--- src/rtl/hack_cpu_pkg.sv ---
`default_nettype none
// ============================================================================
//  Module      : hack_cpu_pkg
//  Description : Shared types and constants for the Hack CPU bus core:
//                FSM state encoding, jump-condition codes and the bit
//                positions of the C-instruction fields.
//  Revision    : 1.0  initial release
// ============================================================================
package hack_cpu_pkg;

  // Sequencer states of the multi-cycle core
  typedef enum logic [2:0] {
    ST_FETCH  = 3'd0,
    ST_DECODE = 3'd1,
    ST_MREAD  = 3'd2,
    ST_EXEC   = 3'd3,
    ST_MWRITE = 3'd4
  } state_t;

  // Jump-condition codes (instruction bits [2:0])
  localparam logic [2:0] c_jmp_none = 3'b000;
  localparam logic [2:0] c_jgt      = 3'b001;
  localparam logic [2:0] c_jeq      = 3'b010;
  localparam logic [2:0] c_jge      = 3'b011;
  localparam logic [2:0] c_jlt      = 3'b100;
  localparam logic [2:0] c_jne      = 3'b101;
  localparam logic [2:0] c_jle      = 3'b110;
  localparam logic [2:0] c_jmp      = 3'b111;

  // C-instruction field positions; all fields live in the low 16 bits
  localparam int c_inst_w      = 16;
  localparam int c_bit_a       = 12;  // y operand select: 1 = M, 0 = A
  localparam int c_bit_zx      = 11;
  localparam int c_bit_nx      = 10;
  localparam int c_bit_zy      = 9;
  localparam int c_bit_ny      = 8;
  localparam int c_bit_f       = 7;
  localparam int c_bit_no      = 6;
  localparam int c_bit_dest_a  = 5;
  localparam int c_bit_dest_d  = 4;
  localparam int c_bit_dest_m  = 3;
  localparam int c_jump_msb    = 2;
  localparam int c_jump_lsb    = 0;

endpackage : hack_cpu_pkg
`default_nettype wire

--- src/rtl/hack_alu.sv ---
`default_nettype none
// ============================================================================
//  Module      : hack_alu
//  Description : Width-parametrised Hack ALU. Six control bits condition the
//                operands (zero / negate), pick add or and, and optionally
//                negate the result. Flags report zero and sign of the result.
//  Revision    : 1.0  initial release
// ============================================================================
module hack_alu #(
  parameter int WIDTH = 16
) (
  input  logic [WIDTH-1:0] x,
  input  logic [WIDTH-1:0] y,
  input  logic             zx,
  input  logic             nx,
  input  logic             zy,
  input  logic             ny,
  input  logic             f,
  input  logic             no,
  output logic [WIDTH-1:0] out,
  output logic             zr,
  output logic             ng
);

  logic [WIDTH-1:0] w_x_z;
  logic [WIDTH-1:0] w_x_n;
  logic [WIDTH-1:0] w_y_z;
  logic [WIDTH-1:0] w_y_n;
  logic [WIDTH-1:0] w_fn;

  // Operand conditioning, function select and output negation
  always_comb begin
    w_x_z = zx ? '0 : x;
    w_x_n = nx ? ~w_x_z : w_x_z;
    w_y_z = zy ? '0 : y;
    w_y_n = ny ? ~w_y_z : w_y_z;
    w_fn  = f ? (w_x_n + w_y_n) : (w_x_n & w_y_n);
    out   = no ? ~w_fn : w_fn;
    zr    = (out == '0);
    ng    = out[WIDTH-1];
  end

endmodule : hack_alu
`default_nettype wire

--- src/rtl/hack_cpu_bus.sv ---
`default_nettype none
// ============================================================================
//  Module      : hack_cpu_bus
//  Description : Multi-cycle Hack CPU with separate request/ready instruction
//                and data buses. One instruction is walked through
//                FETCH -> DECODE -> [MREAD] -> EXEC -> [MWRITE]; each bus
//                request holds its address/data until the matching ready.
//  Revision    : 1.0  initial release
// ============================================================================
module hack_cpu_bus
  import hack_cpu_pkg::*;
#(
  parameter int               WIDTH    = 16,
  parameter logic [WIDTH-1:0] RESET_PC = '0
) (
  input  logic             clk,
  input  logic             rst_n,
  // instruction bus
  output logic             imem_req,
  output logic [WIDTH-1:0] imem_addr,
  input  logic             imem_ready,
  input  logic [WIDTH-1:0] imem_rdata,
  // data bus
  output logic             dmem_req,
  output logic             dmem_we,
  output logic [WIDTH-1:0] dmem_addr,
  output logic [WIDTH-1:0] dmem_wdata,
  input  logic             dmem_ready,
  input  logic [WIDTH-1:0] dmem_rdata,
  // status
  output logic [WIDTH-1:0] pc,
  output logic             retire
);

  // --------------------------------------------------------------------------
  // Architectural and sequencing state
  // --------------------------------------------------------------------------
  state_t           r_state;
  logic [WIDTH-1:0] r_pc;
  logic [WIDTH-1:0] r_a;
  logic [WIDTH-1:0] r_d;
  logic [WIDTH-1:0] r_ir;
  logic [WIDTH-1:0] r_m;
  logic [WIDTH-1:0] r_addr_q;   // M-write address: A before the EXEC update
  logic [WIDTH-1:0] r_res_q;    // M-write data: ALU result of EXEC

  // --------------------------------------------------------------------------
  // Instruction decode
  // --------------------------------------------------------------------------
  logic             w_is_c;
  logic             w_abit;
  logic             w_dest_a;
  logic             w_dest_d;
  logic             w_dest_m;
  logic [2:0]       w_jump;
  logic [WIDTH-1:0] w_alu_y;
  logic [WIDTH-1:0] w_alu_out;
  logic             w_zr;
  logic             w_ng;
  logic             w_jump_taken;
  logic [WIDTH-1:0] w_pc_inc;
  logic             w_unused_ir;

  assign w_is_c   = r_ir[WIDTH-1];
  assign w_abit   = r_ir[c_bit_a];
  assign w_dest_a = r_ir[c_bit_dest_a];
  assign w_dest_d = r_ir[c_bit_dest_d];
  assign w_dest_m = r_ir[c_bit_dest_m];
  assign w_jump   = r_ir[c_jump_msb:c_jump_lsb];

  // Bits between the opcode and the a-bit carry no meaning in a C-instruction
  assign w_unused_ir = ^r_ir[WIDTH-2:c_bit_a+1];

  // y operand is memory when the a-bit is set, otherwise the A register
  assign w_alu_y  = w_abit ? r_m : r_a;

  // Sequential pc wraps naturally at 2^WIDTH
  assign w_pc_inc = r_pc + {{(WIDTH-1){1'b0}}, 1'b1};

  hack_alu #(
    .WIDTH (WIDTH)
  ) u_alu (
    .x   (r_d),
    .y   (w_alu_y),
    .zx  (r_ir[c_bit_zx]),
    .nx  (r_ir[c_bit_nx]),
    .zy  (r_ir[c_bit_zy]),
    .ny  (r_ir[c_bit_ny]),
    .f   (r_ir[c_bit_f]),
    .no  (r_ir[c_bit_no]),
    .out (w_alu_out),
    .zr  (w_zr),
    .ng  (w_ng)
  );

  // Jump condition from the ALU flags of the current result
  always_comb begin
    w_jump_taken = 1'b0;
    case (w_jump)
      c_jmp_none: w_jump_taken = 1'b0;
      c_jgt:      w_jump_taken = !w_zr && !w_ng;
      c_jeq:      w_jump_taken = w_zr;
      c_jge:      w_jump_taken = !w_ng;
      c_jlt:      w_jump_taken = w_ng;
      c_jne:      w_jump_taken = !w_zr;
      c_jle:      w_jump_taken = w_zr || w_ng;
      c_jmp:      w_jump_taken = 1'b1;
      default:    w_jump_taken = 1'b0;
    endcase
  end

  // --------------------------------------------------------------------------
  // Sequencer: advances on bus readies and commits architectural state
  // --------------------------------------------------------------------------
  always_ff @(posedge clk or negedge rst_n) begin
    if (!rst_n) begin
      r_state  <= ST_FETCH;
      r_pc     <= RESET_PC;
      r_a      <= '0;
      r_d      <= '0;
      r_ir     <= '0;
      r_m      <= '0;
      r_addr_q <= '0;
      r_res_q  <= '0;
    end else begin
      case (r_state)
        ST_FETCH: begin
          if (imem_ready) begin
            r_ir    <= imem_rdata;
            r_state <= ST_DECODE;
          end
        end

        ST_DECODE: begin
          if (!w_is_c) begin
            r_a     <= r_ir;
            r_pc    <= w_pc_inc;
            r_state <= ST_FETCH;
          end else if (w_abit) begin
            r_state <= ST_MREAD;
          end else begin
            r_state <= ST_EXEC;
          end
        end

        ST_MREAD: begin
          if (dmem_ready) begin
            r_m     <= dmem_rdata;
            r_state <= ST_EXEC;
          end
        end

        ST_EXEC: begin
          // Jump target and M-write address both use A from before this update
          if (w_dest_a) r_a <= w_alu_out;
          if (w_dest_d) r_d <= w_alu_out;
          r_pc     <= w_jump_taken ? r_a : w_pc_inc;
          r_addr_q <= r_a;
          r_res_q  <= w_alu_out;
          r_state  <= w_dest_m ? ST_MWRITE : ST_FETCH;
        end

        ST_MWRITE: begin
          if (dmem_ready) begin
            r_state <= ST_FETCH;
          end
        end

        default: r_state <= ST_FETCH;
      endcase
    end
  end

  // --------------------------------------------------------------------------
  // Bus and status outputs, decoded from registered state only (plus the
  // write-ready that completes MWRITE). The state register resets
  // asynchronously, so requests drop the moment rst_n falls; the fetch
  // request is additionally gated because FETCH is also the reset state.
  // --------------------------------------------------------------------------
  assign imem_req   = rst_n && (r_state == ST_FETCH);
  assign imem_addr  = r_pc;

  assign dmem_req   = (r_state == ST_MREAD) || (r_state == ST_MWRITE);
  assign dmem_we    = (r_state == ST_MWRITE);
  assign dmem_addr  = (r_state == ST_MWRITE) ? r_addr_q : r_a;
  assign dmem_wdata = r_res_q;

  assign pc         = r_pc;

  assign retire = ((r_state == ST_DECODE) && !w_is_c)
               || ((r_state == ST_EXEC)   && !w_dest_m)
               || ((r_state == ST_MWRITE) && dmem_ready);

endmodule : hack_cpu_bus
`default_nettype wire

--- config.mk ---
export PLATFORM = sky130hd
export DESIGN_NAME = hack_cpu_bus
export DESIGN_NICKNAME = d
export VERILOG_FILES = /design/src/rtl/hack_cpu_pkg.sv /design/src/rtl/hack_alu.sv /design/src/rtl/hack_cpu_bus.sv
export SDC_FILE = /design/constraint.sdc
export NUM_CORES = 1
export LEC_CHECK = 0
export ABC_AREA = 1
export BUFFER_PORTS_ARGS = -buffer_cell sky130_fd_sc_hd__buf_2
export CAP_MARGIN = 10
export CORE_UTILIZATION = 30
export CTS_CLUSTER_DIAMETER = 120
export DETAILED_ROUTE_END_ITERATION = 6
export GPL_TIMING_DRIVEN = 1
export SETUP_SLACK_MARGIN = 0.4
export SYNTH_ARGS = -nofsm -noshare
export SYNTH_HDL_FRONTEND = slang
export SYNTH_SLANG_ARGS = --single-unit
--- constraint.sdc ---
create_clock -name clk -period 4.7 [get_ports clk]
set_clock_uncertainty 0.05 [all_clocks]
set_input_delay 0.705 -clock clk [delete_from_list [all_inputs] [get_ports clk]]
set_output_delay 0.705 -clock clk [all_outputs]
set_load 0.01 [all_outputs]
==> impl_metrics.json, run 1 <==
{
  "final-setup-viol-count": 0,
  "r2r_end": "imem_addr[8]",
  "fin_crit_sh": 0.864,
  "r2r-start": "r_ir[12]",
  "met2_usage": 0.269,
  "path_class": "reg2reg",
  "synth_top_area_cell": "dfrtp_1",
  "final_cell_mix": "nand2_1 (303), dfrtp_1 (115), nand3_1 (112)",
  "regToRegSetupSlack_ns": 0.64,
  "die_x_um": 162,
  "finalMaxSlewViolations": 0,
  "syn_nets": 1104,
  "port_buffers": 103,
  "critical_path_peak_fanout": 19,
  "grt.met1_usage": 0.261,
  "ant_nets": 0,
  "synth_area_mm2": 0.00771,
  "min_path_type": "in2async",
  "max_freq_mhz": 246,
  "grt_max_degree": 66,
  "nets": 1194,
  "area_growth_pct": 19.5,
  "synth_area_leaders": "dfrtp_1 (37%), nand2_1 (15%), nand3_1 (7.3%), inv_1 (5.5%), o21ai_0 (5.0%)",
  "grt_overflow": 0,
  "required_ns": 4.94,
  "use_met3": 0.0311,
  "worst_pin_slew_ns": 0.881,
  "drc_errors": 0,
  "cp.arrival_ns": 4.30,
  "grt_pass1_wl_mm": 36.4,
  "cts_sinks": 115,
  "start_util": 0.306,
  "synth-seq-cells": 115,
  "avgViaCountPerCell": 4.84,
  "dieHeight_um": 162,
  "drive_gt1_frac": 0.216,
  "vias": 7179,
  "diodes": 0,
  "synth.distinct_cells": 42,
  "worstSetupEndpoint": "imem_addr[8]",
  "routed_wl_mm": 23.3,
  "crit_path_end_kind": "register",
  "fin_setup_tns_ns": 0,
  "avgSynthCellArea_um2": 7.35,
  "cts_root_buf": "clkbuf_16",
  "wl_per_cell_um": 15.7,
  "yosysSeqAreaShare": 0.373,
  "core_mm2": 0.0252,
  "gp_congestion": 0.933,
  "grt_usage": 0.181,
  "final-hold-violation-count": 0,
  "critPathLaunch": "r_ir[12]",
  "rows": 58,
  "io_pins": 104,
  "clk_pin_slew_ns": 0.06,
  "grt_pass1_vias": 6615,
  "first_pass_iters": 7,
  "final_common_cell": "nand2_1",
  "ys.flop_type": "dfrtp_1",
  "synthArstFlopShare": 1.00,
  "cts_max_path_buffers": 2,
  "fillers": 2629,
  "synth_edf_count": 0,
  "run_status": "completed",
  "synth_top_area_frac": 0.373,
  "cts_buffers": 17,
  "rsz0062_at_grt": "no",
  "top_usage_layer": "met2",
  "drt_iter0_drc": 687,
  "syn_inst": 1050,
  "slew_headroom": 0.412,
  "finalCriticalPeriod_ns": 4.06,
  "dieArea_mm2": 0.0264,
  "clk_latency_ns": 0.43,
  "start_kind": "register",
  "hpwl_mm": 17.2,
  "cap_violations": 0,
  "cts-htree-levels": 4,
  "rr_worst_depth": 26,
  "cts_tree": "done",
  "yosysWarnings": 0,
  "antenna_found_initial": 0
}
==> synthesized netlist by cell type, drive strengths merged, types with 5 or more instances <==
| master | number |
|---|---|
| a21oi | 50 |
| a22oi | 15 |
| buf | 30 |
| clkbuf | 30 |
| dfrtp | 115 |
| ha | 17 |
| inv | 117 |
| mux2 | 26 |
| nand2 | 323 |
| nand3 | 128 |
| nand4 | 5 |
| nor2 | 36 |
| nor3 | 6 |
| o21ai | 85 |
| or2 | 7 |
| xor2 | 39 |
==> flip-flops by register name, indices dropped and copies added, names as in the netlist <==
register / count
r_m: 16
r_ir: 16
r_addr_q: 16
r_d: 16
r_a: 16
imem_addr: 16
r_state: 3
dmem_wdata: 16
==> what timing repair did <==
action,4_1_cts,5_1_grt
buffers inserted,0,3
setup endpoints to repair,0,16
hold buffers,0,0
endpoints found under the hold margin,0,0
resized for setup,0,14
==> worst min-delay path by stage <==
stage	start	cells past startpoint	to
CTS	rst_n	1	dmem_wdata[3]
global route	rst_n	1	dmem_wdata[3]
detailed placement	dmem_wdata[8]	2	dmem_wdata[8]
global placement	r_addr_q[14]	2	r_addr_q[14]
floorplan	rst_n	0	dmem_wdata[0]
finish	rst_n	1	dmem_wdata[3]
==> critical path: stages, from the launching register on <==
cell and delay [ns]:
dfrtp_1 0.43, inv_4 0.12, a21oi_1 0.07, o21ai_1 0.11
xor2_1 0.17, ha_2 0.24, fa_1 0.41, nand2_1 0.07
o21ai_1 0.12, or2_1 0.26, nand2_1 0.09, nand2_1 0.08
nor2_1 0.10, nand3_1 0.09, nor2_2 0.16, nand2_1 0.12
nor2_2 0.13, nand3_1 0.10, nor2_2 0.12, nor2_1 0.08
nor2_4 0.16, nand2_8 0.13, nand2_8 0.13, buf_6 0.18
nand2_2 0.05, nand3_1 0.07, o21ai_1 0.08
==> cell type report <==
| class | count | area [um^2] | area share |
|---|---|---|---|
| Multi-Input combinational cell | 756 | 4090 | 0.444 |
| Inverter | 119 | 449 | 0.0488 |
| Timing Repair Buffer | 131 | 736 | 0.0799 |
| Clock buffer | 23 | 498 | 0.0541 |
| Tap cell | 330 | 413 | 0.0448 |
| Clock inverter | 8 | 148 | 0.0160 |
| Sequential cell | 115 | 2880 | 0.312 |
==> through the flow <==
step                      hold WS (ns)  cell area (um^2)   util  cells  setup slack, ns
after floorplan                  0.359              7710      -   1050             1.08
final                            0.163              9210  0.366   1482            0.638
after detailed placement         0.412              8500  0.338   1448            0.533
after global placement           0.416              8500  0.338   1448            0.537
after global routing             0.195              9210  0.366   1482            0.400
after CTS                        0.169              9150  0.363   1479            0.510
==> cell families after synthesis <==
family | share of synthesized area
xor gates and xnor gates | 0.0454
buffers and inverters | 0.101
DFF | 0.373
muxes | 0.0380
adders and majority gates | 0.0302
and+or+nand+nor | 0.302
AOI/OAI and AO/OA | 0.110
==> routing by layer <==
metal / vias up / part of all wire
li1: 3579 / -
met1: 3349 / 0.49
met2: 221 / 0.43
met3: 30 / 0.050
met4: 0 / 0.025
met5: - / 0
Power of run 1 is left out: the tool's default activity adds up to more than one toggle a clock period on the data nets, which glitch-free logic cannot reach.
==> run 2: changes to the inputs <==
--- a/config.mk
+++ b/config.mk
@@ -5,7 +5,7 @@
 export SDC_FILE = /design/constraint.sdc
 export NUM_CORES = 1
 export LEC_CHECK = 0
-export ABC_AREA = 1
+export ABC_AREA = 0
 export BUFFER_PORTS_ARGS = -buffer_cell sky130_fd_sc_hd__buf_2
 export CAP_MARGIN = 10
 export CORE_UTILIZATION = 30
==> impl_metrics.json, run 2 <==
{
  "io_pins": 104,
  "ys.flop_type": "dfrtp_1",
  "synth.cells.most_frequent": "nand2_1 (151), dfrtp_1 (115), nor2_1 (58), o21ai_0 (52), mux2_2 (44)",
  "layout.cells.non_filler": 1291,
  "fin_util": 0.380,
  "cp.arrival_ns": 4.51,
  "rsz0062_at_grt": "yes",
  "synth.distinct_cells": 67,
  "path_class": "reg2reg",
  "cts_root_buf": "clkbuf_16",
  "cts_buffers": 17,
  "avgSynthCellArea_um2": 8.79,
  "max_freq_mhz": 236,
  "final-setup-viol-count": 0,
  "area_growth_pct": 23.2,
  "place_area_mm2": 0.00840,
  "dieHeight_um": 161,
  "avgViaCountPerCell": 5.18,
  "grt_pass1_vias": 6186,
  "yosysMostFrequentCell": "nand2_1",
  "cp_slowest_cell": "or4_4",
  "cpPeakStageDelay_ns": 0.51,
  "finalMaxSlewViolations": 0,
  "nets": 1008,
  "synth_top_area_frac": 0.380,
  "path_cells": "buf_12 > mux2i_1 > nor2_1 > xor2_2 > fa_2 > a21oi_4 > nor2_4 > o21a_1 > o2111a_1 > or4_4 > a2111oi_4 > nand3_1 > o311a_4 > or2_4 > buf_6 > o211ai_1",
  "grt_max_degree": 81,
  "use_met3": 0.0351,
  "synthArstFlopShare": 1.00,
  "synth_edf_count": 0,
  "cts_max_path_buffers": 2,
  "slew_headroom": 0.288,
  "syn_inst": 862,
  "routed_wl_mm": 23.0,
  "gp_congestion": 0.903,
  "clk_pin_slew_ns": 0.07,
  "clk_latency_ns": 0.43,
  "first_pass_iters": 5,
  "final_cell_mix": "nand2_1 (150), dfrtp_1 (113), buf_2 (102)",
  "dieArea_mm2": 0.0259,
  "fin_setup_tns_ns": 0,
  "grt_usage": 0.176,
  "worst_pin_slew_ns": 1.07,
  "cts-htree-levels": 4,
  "crit_path_end_kind": "register",
  "finalCriticalPeriod_ns": 4.24,
  "synth_area_mm2": 0.00757,
  "grt_overflow": 0,
  "antenna_found_initial": 0,
  "cts_sinks": 115,
  "ant_nets": 0,
  "core_mm2": 0.0245,
  "rows": 57,
  "critical_path_peak_fanout": 7,
  "wl_per_cell_um": 17.8,
  "grt.met1_usage": 0.237,
  "start_kind": "register",
  "synth-seq-cells": 115,
  "port_buffers": 103,
  "required_ns": 4.98,
  "met2_usage": 0.283,
  "start_util": 0.309,
  "drc_errors": 0,
  "die_x_um": 161,
  "grt_pass1_wl_mm": 35.3,
  "diodes": 0,
  "top_usage_layer": "met2",
  "drive_gt1_frac": 0.286,
  "final-hold-violation-count": 0,
  "min_path_type": "in2async",
  "final_common_cell": "nand2_1",
  "run_status": "completed",
  "syn_nets": 916,
  "yosysWarnings": 0,
  "hpwl_mm": 16.5,
  "vias": 6693,
  "cts_tree": "done",
  "synth_area_leaders": "dfrtp_1 (38%), nand2_1 (7.5%), mux2_2 (6.5%), o21ai_0 (3.4%), xnor2_1 (3.2%)",
  "synth_top_area_cell": "dfrtp_1",
  "fin_crit_sh": 0.901,
  "drt_iter0_drc": 462,
  "place_inst": 1250,
  "design_area_mm2": 0.00933,
  "cap_violations": 0,
  "yosysSeqAreaShare": 0.380
}
## run 2: cells by family after synthesis
family	share of synthesized area
simple gates	0.219
compound gates	0.165
flops	0.380
buf+inv	0.0573
mux	0.0971
xor+xnor	0.0509
fa+ha+maj	0.0307
## run 2: layer usage
metal	wire length, um	up-vias
met1	10500	3279
met5	0	-
met2	10900	199
met3	1090	24
met4	483	0
li1	-	3191
## run 2: per-stage QoR
step / hold WS (ns) / setup slack [ns]
4_1_cts: 0.200 / 0.415
5_1_grt: 0.218 / 0.322
3_3_place_gp: 0.402 / 0.279
2_1_floorplan: 0.359 / 0.406
3_5_place_dp: 0.408 / 0.221
6_report: 0.198 / 0.463
## run 2: worst max-delay path: cells and delay by family, from the launching register on
kind / cells / cell delay (ns)
AO/OA/AOI/OAI: 6 / 1.53
XOR/XNOR: 1 / 0.12
adder cells (fa/ha/maj): 1 / 0.42
buffers and inverters: 2 / 0.30
flip-flops: 1 / 0.45
multiplexers: 1 / 0.11
AND/OR/NAND/NOR: 5 / 1.15
## run 2: worst paths after layout
check	startpoint	to	slack, ns	depth (start not counted)
min in group clk	r_addr_q[11]	r_addr_q[11]	0.42	2
worst min register to register	r_addr_q[11]	r_addr_q[11]	0.42	2
worst min-delay path	rst_n	imem_addr[4]	0.20	1
worst max register to register	r_ir[12]	imem_addr[15]	0.46	16
worst max-delay path	r_ir[12]	imem_addr[15]	0.46	16
max in group asynchronous	rst_n	r_ir[11]	2.88	2
## run 2: layout make-up
type / instances / area (um^2)
Clock buffer: 19 / 453
Clock inverter: 13 / 196
Fill cell: 2480 / 15200
Inverter: 14 / 52.6
Multi-Input combinational cell: 658 / 4450
Sequential cell: 115 / 2880
Tap cell: 324 / 405
Timing Repair Buffer: 148 / 893
## run 2: repair_timing
action	4_1_cts	5_1_grt
resized for setup	14	26
setup buffers	2	6
pin swaps	6	14
gates cloned	0	1
hold buffers	0	0
endpoints found under the setup margin	16	16
Power of run 2 is left out for the same reason.
